`src/rtl/ipv4_header_scheduler.sv`:
```
// ipv4_header_scheduler
// Round-robin arbiter that shares one external combinational IPv4 checksum
// unit among NUM_REQ header requesters and streams each finished 20-byte
// header as five 32-bit beats on a valid/ready interface.
//
// Optional build macro IPV4_SCHED_TTL_DROP_EN:
//   When defined, headers granted with TTL == 0 are consumed without being
//   emitted, and a saturating 16-bit drop_count output is present.
//   When undefined, TTL is not inspected and drop_count does not exist.
module ipv4_header_scheduler #(
  parameter int NUM_REQ = 4
) (
  input  logic                   clk,
  input  logic                   rst_n,
  input  logic [NUM_REQ-1:0]     req_valid,
  output logic [NUM_REQ-1:0]     req_ready,
  input  logic [NUM_REQ*136-1:0] req_fields,
  output logic [7:0]             ck_version,
  output logic [7:0]             ck_service_type,
  output logic [15:0]            ck_length,
  output logic [15:0]            ck_identification,
  output logic [15:0]            ck_flags_and_fragment,
  output logic [7:0]             ck_ttl,
  output logic [7:0]             ck_protocol,
  output logic [31:0]            ck_src_ip_address,
  output logic [31:0]            ck_dst_ip_address,
  input  logic [15:0]            ck_checksum,
  output logic [31:0]            hdr_data,
  output logic                   hdr_valid,
  input  logic                   hdr_ready,
  output logic                   hdr_last,
  output logic [2:0]             hdr_src
`ifdef IPV4_SCHED_TTL_DROP_EN
  ,
  output logic [15:0]            drop_count
`endif
);

  typedef enum logic [1:0] {
    IDLE = 2'd0,
    CSUM = 2'd1,
    EMIT = 2'd2
  } state_t;

  state_t        state_r;
  logic [2:0]    rr_ptr_r;
  logic [135:0]  fld_r;
  logic [7:0]    ck_version_r;
  logic [2:0]    hdr_src_r;
  logic [15:0]   csum_r;
  logic [2:0]    beat_r;
  logic [31:0]   hdr_data_r;
  logic          hdr_valid_r;
  logic          hdr_last_r;
`ifdef IPV4_SCHED_TTL_DROP_EN
  logic [15:0]   drop_count_r;
`endif

  logic [7:0]    valid_pad_s;
  logic [3:0]    sum_s;
  logic [2:0]    winner_s;
  logic          any_valid_s;
  logic [2:0]    next_ptr_s;
  logic [135:0]  sel_fields_s;

  // Header word for a given beat index, built from the latched fields.
  function automatic logic [31:0] beat_word(input logic [2:0] idx,
                                            input logic [135:0] f,
                                            input logic [15:0] csum);
    logic [31:0] w;
    case (idx)
      3'd0:    w = {8'h45, f[135:128], f[127:112]};
      3'd1:    w = {f[111:96], f[95:80]};
      3'd2:    w = {f[79:72], f[71:64], csum};
      3'd3:    w = f[63:32];
      3'd4:    w = f[31:0];
      default: w = 32'h0000_0000;
    endcase
    return w;
  endfunction

  // Round-robin search: first valid requester at or after rr_ptr, with wrap.
  always_comb begin
    valid_pad_s = 8'h00;
    valid_pad_s[NUM_REQ-1:0] = req_valid;
    winner_s    = rr_ptr_r;
    any_valid_s = 1'b0;
    sum_s       = 4'd0;
    // Walk offsets from farthest to nearest so the nearest valid one wins.
    for (int k = NUM_REQ - 1; k >= 0; k--) begin
      sum_s = {1'b0, rr_ptr_r} + 4'(k);
      sum_s = (sum_s >= 4'(NUM_REQ)) ? (sum_s - 4'(NUM_REQ)) : sum_s;
      winner_s    = valid_pad_s[sum_s[2:0]] ? sum_s[2:0] : winner_s;
      any_valid_s = valid_pad_s[sum_s[2:0]] | any_valid_s;
    end
    next_ptr_s = (winner_s == 3'(NUM_REQ - 1)) ? 3'd0 : (winner_s + 3'd1);
  end

  // Select the winner's field slice.
  always_comb begin
    sel_fields_s = 136'd0;
    for (int i = 0; i < NUM_REQ; i++) begin
      sel_fields_s = (winner_s == 3'(i)) ? req_fields[136*i +: 136] : sel_fields_s;
    end
  end

  // One-hot accept strobe, only in IDLE and never while reset is held.
  always_comb begin
    req_ready = '0;
    for (int i = 0; i < NUM_REQ; i++) begin
      if ((state_r == IDLE) && any_valid_s && rst_n && (winner_s == 3'(i))) begin
        req_ready[i] = 1'b1;
      end else begin
        req_ready[i] = 1'b0;
      end
    end
  end

  // Scheduler FSM: grant, sample checksum, stream five header beats.
  always_ff @(posedge clk or negedge rst_n) begin
    if (!rst_n) begin
      state_r      <= IDLE;
      rr_ptr_r     <= 3'd0;
      fld_r        <= 136'd0;
      ck_version_r <= 8'h00;
      hdr_src_r    <= 3'd0;
      csum_r       <= 16'h0000;
      beat_r       <= 3'd0;
      hdr_data_r   <= 32'h0000_0000;
      hdr_valid_r  <= 1'b0;
      hdr_last_r   <= 1'b0;
`ifdef IPV4_SCHED_TTL_DROP_EN
      drop_count_r <= 16'h0000;
`endif
    end else begin
      case (state_r)
        IDLE: begin
          if (any_valid_s) begin
            fld_r        <= sel_fields_s;
            ck_version_r <= 8'h45;
            hdr_src_r    <= winner_s;
            rr_ptr_r     <= next_ptr_s;
            state_r      <= CSUM;
          end else begin
            state_r      <= IDLE;
          end
        end
        CSUM: begin
          csum_r <= ck_checksum;
          beat_r <= 3'd0;
`ifdef IPV4_SCHED_TTL_DROP_EN
          if (fld_r[79:72] == 8'h00) begin
            state_r <= IDLE;
            if (drop_count_r != 16'hFFFF) begin
              drop_count_r <= drop_count_r + 16'd1;
            end
          end else begin
            hdr_data_r  <= beat_word(3'd0, fld_r, ck_checksum);
            hdr_valid_r <= 1'b1;
            hdr_last_r  <= 1'b0;
            state_r     <= EMIT;
          end
`else
          hdr_data_r  <= beat_word(3'd0, fld_r, ck_checksum);
          hdr_valid_r <= 1'b1;
          hdr_last_r  <= 1'b0;
          state_r     <= EMIT;
`endif
        end
        EMIT: begin
          if (hdr_ready) begin
            if (beat_r == 3'd4) begin
              hdr_valid_r <= 1'b0;
              hdr_last_r  <= 1'b0;
              hdr_data_r  <= 32'h0000_0000;
              beat_r      <= 3'd0;
              state_r     <= IDLE;
            end else begin
              beat_r      <= beat_r + 3'd1;
              hdr_data_r  <= beat_word(beat_r + 3'd1, fld_r, csum_r);
              hdr_last_r  <= (beat_r == 3'd3);
            end
          end
        end
        default: begin
          state_r     <= IDLE;
          hdr_valid_r <= 1'b0;
          hdr_last_r  <= 1'b0;
        end
      endcase
    end
  end

  assign ck_version            = ck_version_r;
  assign ck_service_type       = fld_r[135:128];
  assign ck_length             = fld_r[127:112];
  assign ck_identification     = fld_r[111:96];
  assign ck_flags_and_fragment = fld_r[95:80];
  assign ck_ttl                = fld_r[79:72];
  assign ck_protocol           = fld_r[71:64];
  assign ck_src_ip_address     = fld_r[63:32];
  assign ck_dst_ip_address     = fld_r[31:0];
  assign hdr_data              = hdr_data_r;
  assign hdr_valid             = hdr_valid_r;
  assign hdr_last              = hdr_last_r;
  assign hdr_src               = hdr_src_r;
`ifdef IPV4_SCHED_TTL_DROP_EN
  assign drop_count            = drop_count_r;
`endif

endmodule

```
`config.mk`:
```
export PLATFORM = sky130hd
export DESIGN_NAME = ipv4_header_scheduler
export DESIGN_NICKNAME = d
export VERILOG_FILES = /design/src/rtl/ipv4_header_scheduler.sv
export SDC_FILE = /design/constraint.sdc
export NUM_CORES = 1
export LEC_CHECK = 0
export CAP_MARGIN = 20
export CORE_AREA = 2 2 289 291
export CTS_BUF_LIST = sky130_fd_sc_hd__clkbuf_8
export DETAILED_ROUTE_END_ITERATION = 12
export DIE_AREA = 0 0 291 293
export GPL_TIMING_DRIVEN = 0
export HOLD_SLACK_MARGIN = 0.02
export MAX_ROUTING_LAYER = met4
export PLACE_DENSITY_LB_ADDON = 0.2
export SYNTH_ARGS = -nofsm -noshare
export SYNTH_HDL_FRONTEND = slang
export SYNTH_SLANG_ARGS = --single-unit
```
`constraint.sdc`:
```
create_clock -name clk -period 3.8 [get_ports clk]
set_input_delay 0.76 -clock clk [delete_from_list [all_inputs] [get_ports clk]]
set_output_delay 0.76 -clock clk [all_outputs]
set_load 0.01 [all_outputs]
```
; ---- Yosys cells after proc, flatten, opt, wreduce, memory -nomap -nowiden
; Cells that the tools add are included.
[totals]
inputBits = 567
ff_bits = 198
elab_cells = 101
out_inout_bits = 185
[op_classes]
mux = 42
bitwise_logic = 4
reduce_logical = 15
addsub = 9
n_eq_ne = 13
n_lt_le_gt_ge = 8
[ops]
columns = operator, count
row1 = $mux 136, 4
row2 = $pmux 32 s5, 1
row3 = $mux 32, 2
row4 = $pmux 32 s2, 1
row5 = $mux 3, 11
row6 = $lt 3x4->1 const B, 4
row7 = $eq 3x2->1 const B, 5
row8 = $mux 1, 13
row9 = $bmux 1 s3, 4
row10 = $ge 4x3->1 const B, 3
row11 = $sub 3x3->3 const B, 4
row12 = $add 3x2->4 const B, 2
row13 = $reduce_and 2->1, 4
row14 = $add 3x1->3 const B, 2
row15 = $eq 3x1->1 const B, 2
row16 = $eq 3x3->1 const B, 2
row17 = $logic_and 1x1->1, 6
row18 = $logic_not 3->1, 2
row19 = $pmux 2 s3, 1
row20 = $pmux 3 s2, 1
row21 = $add 3x1->4 const B, 1
row22 = $mux 2, 2
row23 = $ne 2x2->1 const B, 2
row24 = $ge 3x3->1 const B, 1
row25 = other kinds (9), 11

; ---- Logic depth before layout (Yosys ltp)
[logic_depth]
word_depth = 14
depth_mapped = 18
ltp_nobuf = 13

; ---- Least setup slack after synthesis
; OpenSTA, ideal clock, no wires.
[synth_path]
path_kind = flip-flop to output port
from = reg rr_ptr_r[1]
to = out req_ready[2]
arrival_time_ns = 3.283
required_ns = 3.040
stages_incl_launch_ff = 14
path_buffers = 4
setup_slack_ns = -0.243
path_cell_list = dfrtp_1 -> clkbuf_1 -> inv_1 -> ha_1 -> clkbuf_1 -> mux4_2 -> o21a_1 -> and4_1 -> a221o_1 -> inv_1 -> ha_1 -> clkbuf_1 -> buf_1 -> o2111a_1
[synth_via]
elab_chain_cells = 12
elab_cells_between_ends = 35
classes_between = add/sub (7) / order compare (4) / eq/ne (1) / mux (17) / bitwise (3) / reduce/logical (3)
[synth_rtl]
columns = element, line_no
row1 = "start, declared", 46  ; logic [2:0] rr_ptr_r;
row2 = "start signal, assigned", 142  ; rr_ptr_r <= next_ptr_s;
row3 = $add 3x2->4, 91  ; sum_s = {1'b0, rr_ptr_r} + 4'(k);
row4 = $ge 4x3->1 / $sub 3x3->3 (equally long branches), 92  ; sum_s = (sum_s >= 4'(NUM_REQ)) ? (sum_s - 4'(NUM_REQ)) : sum_s;
row5 = $mux 3, 92
row6 = $bmux 1 s3, 93  ; winner_s = valid_pad_s[sum_s[2:0]] ? sum_s[2:0] : winner_s;
row7 = $mux 1 (not written as such), 93
row8 = $mux 3 (3 in series), 93
row9 = $mux 3 (*), 93
row10 = via winner_s[0], 61  ; logic [2:0] winner_s;
row11 = $eq 3x2->1 (*), 111  ; if ((state_r == IDLE) && any_valid_s && rst_n && (winner_s == 3'(i))) begin
row12 = $logic_and 1x1->1 (*), 111
row13 = $mux 1 (*), 111
row14 = "end, declared", 16  ; output logic [NUM_REQ-1:0] req_ready,
; Mark *: on every way through the listed nets, which the timed path passes. The rest lies on a longest branch. The select of a mux whose other input is x is not followed.

; ---- Worst setup path after layout
[layout_path]
from = in req_valid[2]
to = out req_ready[2]
[layout_via]
elab_chain_cells = 9
elab_cells_between_ends = 20
classes_between = eq/ne (1) / mux (13) / bitwise (3) / reduce/logical (3)
[layout_rtl]
columns = element, line_no
row1 = "start, declared", 15  ; input logic [NUM_REQ-1:0] req_valid,
row2 = $bmux 1 s3, 93
row3 = $mux 1 (not written as such), 93
row4 = $mux 3 (3 in series), 93
row5 = $mux 3 (*), 93
row6 = via winner_s[0], 61
row7 = $eq 3x2->1 (*), 111
row8 = $logic_and 1x1->1 (*), 111
row9 = $mux 1 (*), 111
; Marked as above.

==> results.txt <==
----------------------------------------------------
[Status]
  Run status ... finished, violations left
  Failing checks ... setup timing

[Power]
  Internal power summed over all cells ... approximately 12 mW
  Clock network fraction of total power ... 5.6%
  Power Density ... approximately 1200 nW/um^2
  Logic gate share of total power ... between 70% and 80%
  Switching power share of the total ... a little over half
  Power, Total ... ~26 mW
  Leakage Power ... roughly 8.5 nW
  Proportion of power drawn by flip-flops and latches ... ~19%
  VDD IR-drop max ... between 0.5 and 0.6 mV
  Sw power ... roughly 14 mW

[Logic synthesis]
  Cell with the most instances after synthesis ... sky130_fd_sc_hd__dfrtp_1
  Area share of the largest cell type after synthesis ... between 30% and 40%
  Yosys cell types ... 46
  Primary FF master, synth ... sky130_fd_sc_hd__dfrtp_1
  Most area-hungry cell type in the Yosys netlist ... sky130_fd_sc_hd__dfrtp_1
  Mean Syn Cell Area ... roughly 8.5 um^2
  Number of synthesized register bits ... about 200
  Number of warning messages in the yosys log ... 0
  Instance count of the mapped netlist ... roughly 1500
  Proportion of synthesized flip-flops having asynchronous set or reset ... 100%
  Leading cell types by total area after synthesis ... sky130_fd_sc_hd__dfrtp_1, sky130_fd_sc_hd__a22oi_1, sky130_fd_sc_hd__o211ai_1, sky130_fd_sc_hd__a31oi_1, sky130_fd_sc_hd__o21ai_0
  Number of flops mapped to enable cells by yosys ... 0
  Commonest cells in the netlist ... sky130_fd_sc_hd__dfrtp_1, sky130_fd_sc_hd__nand2_1, sky130_fd_sc_hd__a22oi_1, sky130_fd_sc_hd__o21ai_0, sky130_fd_sc_hd__nor2_1
  Seq/Total Area, Yosys ... 39.8%
  Post-Syn Area ... between 10000 and 15000 um^2

[Floorplan]
  Total die area ... 85300 um^2
  Core footprint ... ~82000 um^2
  Die X-Extent ... about 290 um
  Effective utilization at floorplan ... roughly 15%
  Floorplan row count ... ~110
  Die height ... between 200 and 300 um
  Top-Level Pins ... roughly 750

[Worst setup path]
  Highest cell delay on the worst timing path ... 0.53 ns
  Cell at the slowest stage of the critical path ... sky130_fd_sc_hd__clkdlybuf4s50_1
  Peak fanout along the critical path ... 5
  Crit path buffers/inverters ... 5
  Path type of the worst setup path ... in -> out
  Category of cells accounting for the largest share of critical-path delay ... buffers and inverters
  Startpoint type of the worst setup path ... input pin
  Critical path data arrival time ... 3.29 ns
  Element type at the critical path end ... primary output
  Required time of the critical path ... ~3.0 ns
  CP Cell Sequence ... clkdlybuf4s50_1 > mux4_2 > o21a_1 > and4_1 > a221o_1 > inv_2 > ha_4 > clkbuf_16 > buf_8 > o2111a_1 > buf_6

[STA]
  Largest clock skew in the final design ... 0.0246 ns
  Peak Freq ... 0.247 GHz
  Hold slack final ... around 0.20 ns
  Relative slew slack ... between 20% and 30%
  Final worst path period need ... a little over 4 ns
  Final setup vio count ... 6
  RSZ-0062 raised after global routing ... true
  Number of max-slew violations in the final report ... 0
  Setup slack of the critical path after layout ... -0.245 ns
  Hold violation total from the final report ... 0
  Crit share post-route ... 106%
  Transition time at the pin with the least slew margin ... 1.14 ns

[Detailed routing]
  DR vias ... ~16000
  Antenna viol nets, final ... 0
  Drt total wl ... 94700 um
  Via-per-instance ratio ... ~4.7
  Drt wl/cell ... approximately 28 um
  TritonRoute pass-1 iters ... 11
  Drt drc ... 0
  DR iter-0 viols ... between 1000 and 1500

[Final layout]
  Total number of nets in the final design ... 2852
  Proportion of layout cells with a drive suffix above 1 ... around 9.9%
  P&R area growth vs syn ... 81.0%

[Clock tree]
  Clock-pin slew on the worst setup and hold paths ... around 0.13 ns
  Cts bufs inserted ... 17
  Maximum clock path buffer count ... 2
  Clock latency reported for the late side of the worst-skew pair ... slightly below 0.6 ns
  CTS Root Buffer Type ... sky130_fd_sc_hd__clkbuf_8
  CTS H-tree depth ... 4
  Clock tree from TritonCTS ... done
  Num Clock Sinks ... 198

[Global routing]
  Total overflow reported by the global router ... 0
  Number of antenna violations at the first check in global routing ... 6
  Vias in the first global route ... approximately 16000
  Maximum number of pins on one net before global-route repair ... approximately 100
  First-pass GRT wire length ... about 130000 um
  Total routing usage reported by global routing ... about 22%

[Flow run]
  Number of maximum-capacitance constraint violations ... 0

[Placed design]
  HPWL after detailed placement ... roughly 79000 um
  Quantity of I/O buffers inserted on ports ... between 700 and 800
  Worst slack at placement ... -1.96 ns
  Routability congestion estimate ... a little over 0.9

[Worst hold path]
  Class of the most critical hold timing path ... in -> async

----------------------------------------------------
[cells in the final DEF, fill, tap and decap left out, types with 19 or more instances in the layout]
cell type / n
sky130_fd_sc_hd__a31oi_1: 137
sky130_fd_sc_hd__a222oi_1: 48
sky130_fd_sc_hd__o21ai_1: 46
sky130_fd_sc_hd__o211ai_1: 137
sky130_fd_sc_hd__buf_4: 32
sky130_fd_sc_hd__inv_1: 31
sky130_fd_sc_hd__buf_6: 34
sky130_fd_sc_hd__o21ai_0: 97
sky130_fd_sc_hd__dfrtp_1: 198
sky130_fd_sc_hd__clkdlybuf4s50_1: 741
sky130_fd_sc_hd__a22oi_1: 168
sky130_fd_sc_hd__nand2_1: 176
sky130_fd_sc_hd__clkbuf_8: 19
sky130_fd_sc_hd__clkbuf_1: 57
sky130_fd_sc_hd__clkbuf_2: 45
sky130_fd_sc_hd__nor2_1: 146
[power by group through the flow]
stage          sequential [mW]  clock, mW  combinational [mW]
5_1_grt                   4.96       1.59                21.3
4_1_cts                   4.90       1.53                18.7
3_3_place_gp              4.92          0                17.7
2_1_floorplan             4.43          0                9.05
6_report                  4.81       1.46                19.7
3_5_place_dp              4.93          0                18.0
[through the flow]
stage	instances	setup TNS, ns	area (um^2)	util (%)
6_report	3357	-0.636	22600	27.6
4_1_cts	3340	-0.936	22100	27.1
2_1_floorplan	1474	0	12500	-
3_3_place_gp	3290	-1703.65	21300	26.0
5_1_grt	3357	-1.59	22600	27.6
3_5_place_dp	3295	-179.25	21400	26.2
[final cells by class]
class | instances | area, um^2
multi-input cells | 1063 | 6600
repair buffers | 783 | 7920
fillers | 8747 | 59300
diodes | 3 | 7.51
flip-flops and latches | 198 | 4950
inverters | 34 | 140
clock buffers | 18 | 248
well taps | 1070 | 1340
plain buffers | 174 | 1200
clock inverters | 14 | 143
[registers in the layout, summed over array words and instances (netlist names), 2 cells and up]
register  count
state_r       2
fld_r       136
rr_ptr_r      3
beat_r        3
hdr_src       3
csum_r       16
hdr_data     32
[routing by layer]
layer  wire (um)  vias to the layer above  part of all wire [%]  global-route usage, %
met3        6890                       80                   7.3                   6.10
met1       39300                     7853                    42                   26.2
met2       46600                      664                    49                   36.6
li1            -                     7207                     -                      -
met5           0                        -                     0                      -
met4        1950                        0                   2.1                   5.35
[worst paths after layout]
path / start / endpoint / slack, ns / depth (start not counted)
worst max-delay path: req_valid[2] / req_ready[2] / -0.25 / 11
worst max register to register: rr_ptr_r[0]$_DFFE_PN0N_ / fld_r[41]$_DFFE_PN0N_ / 0.02 / 22
max in group asynchronous: rst_n / fld_r[98]$_DFFE_PN0N_ / 2.48 / 2
min in group clk: hdr_data[2]$_DFFE_PN0P_ / hdr_data[2]$_DFFE_PN0P_ / 0.52 / 2
worst min register to register: hdr_data[2]$_DFFE_PN0P_ / hdr_data[2]$_DFFE_PN0P_ / 0.52 / 2
worst min-delay path: rst_n / fld_r[67]$_DFFE_PN0N_ / 0.20 / 1
[kinds of logic (layout without fill, tap and decap cells)]
family	Yosys count	after routing	synth area share, %
AO/OA/AOI/OAI	676	676	37.6
AND/OR/NAND/NOR	346	346	10.9
buffers and inverters	213	1023	8.28
flip-flops	198	198	39.8
multiplexers	22	22	2.05
adder cells (fa/ha/maj)	14	14	1.41
other	1	8	0.0301
[timing repair]
action,in CTS,in global routing
setup buffers,16,15
gates cloned,0,1
endpoints found under the setup margin,141,140
hold buffers,0,0
gates resized for setup,98,190
pin swaps,5,46
Note: power is estimated with default switching activity, not from simulation.
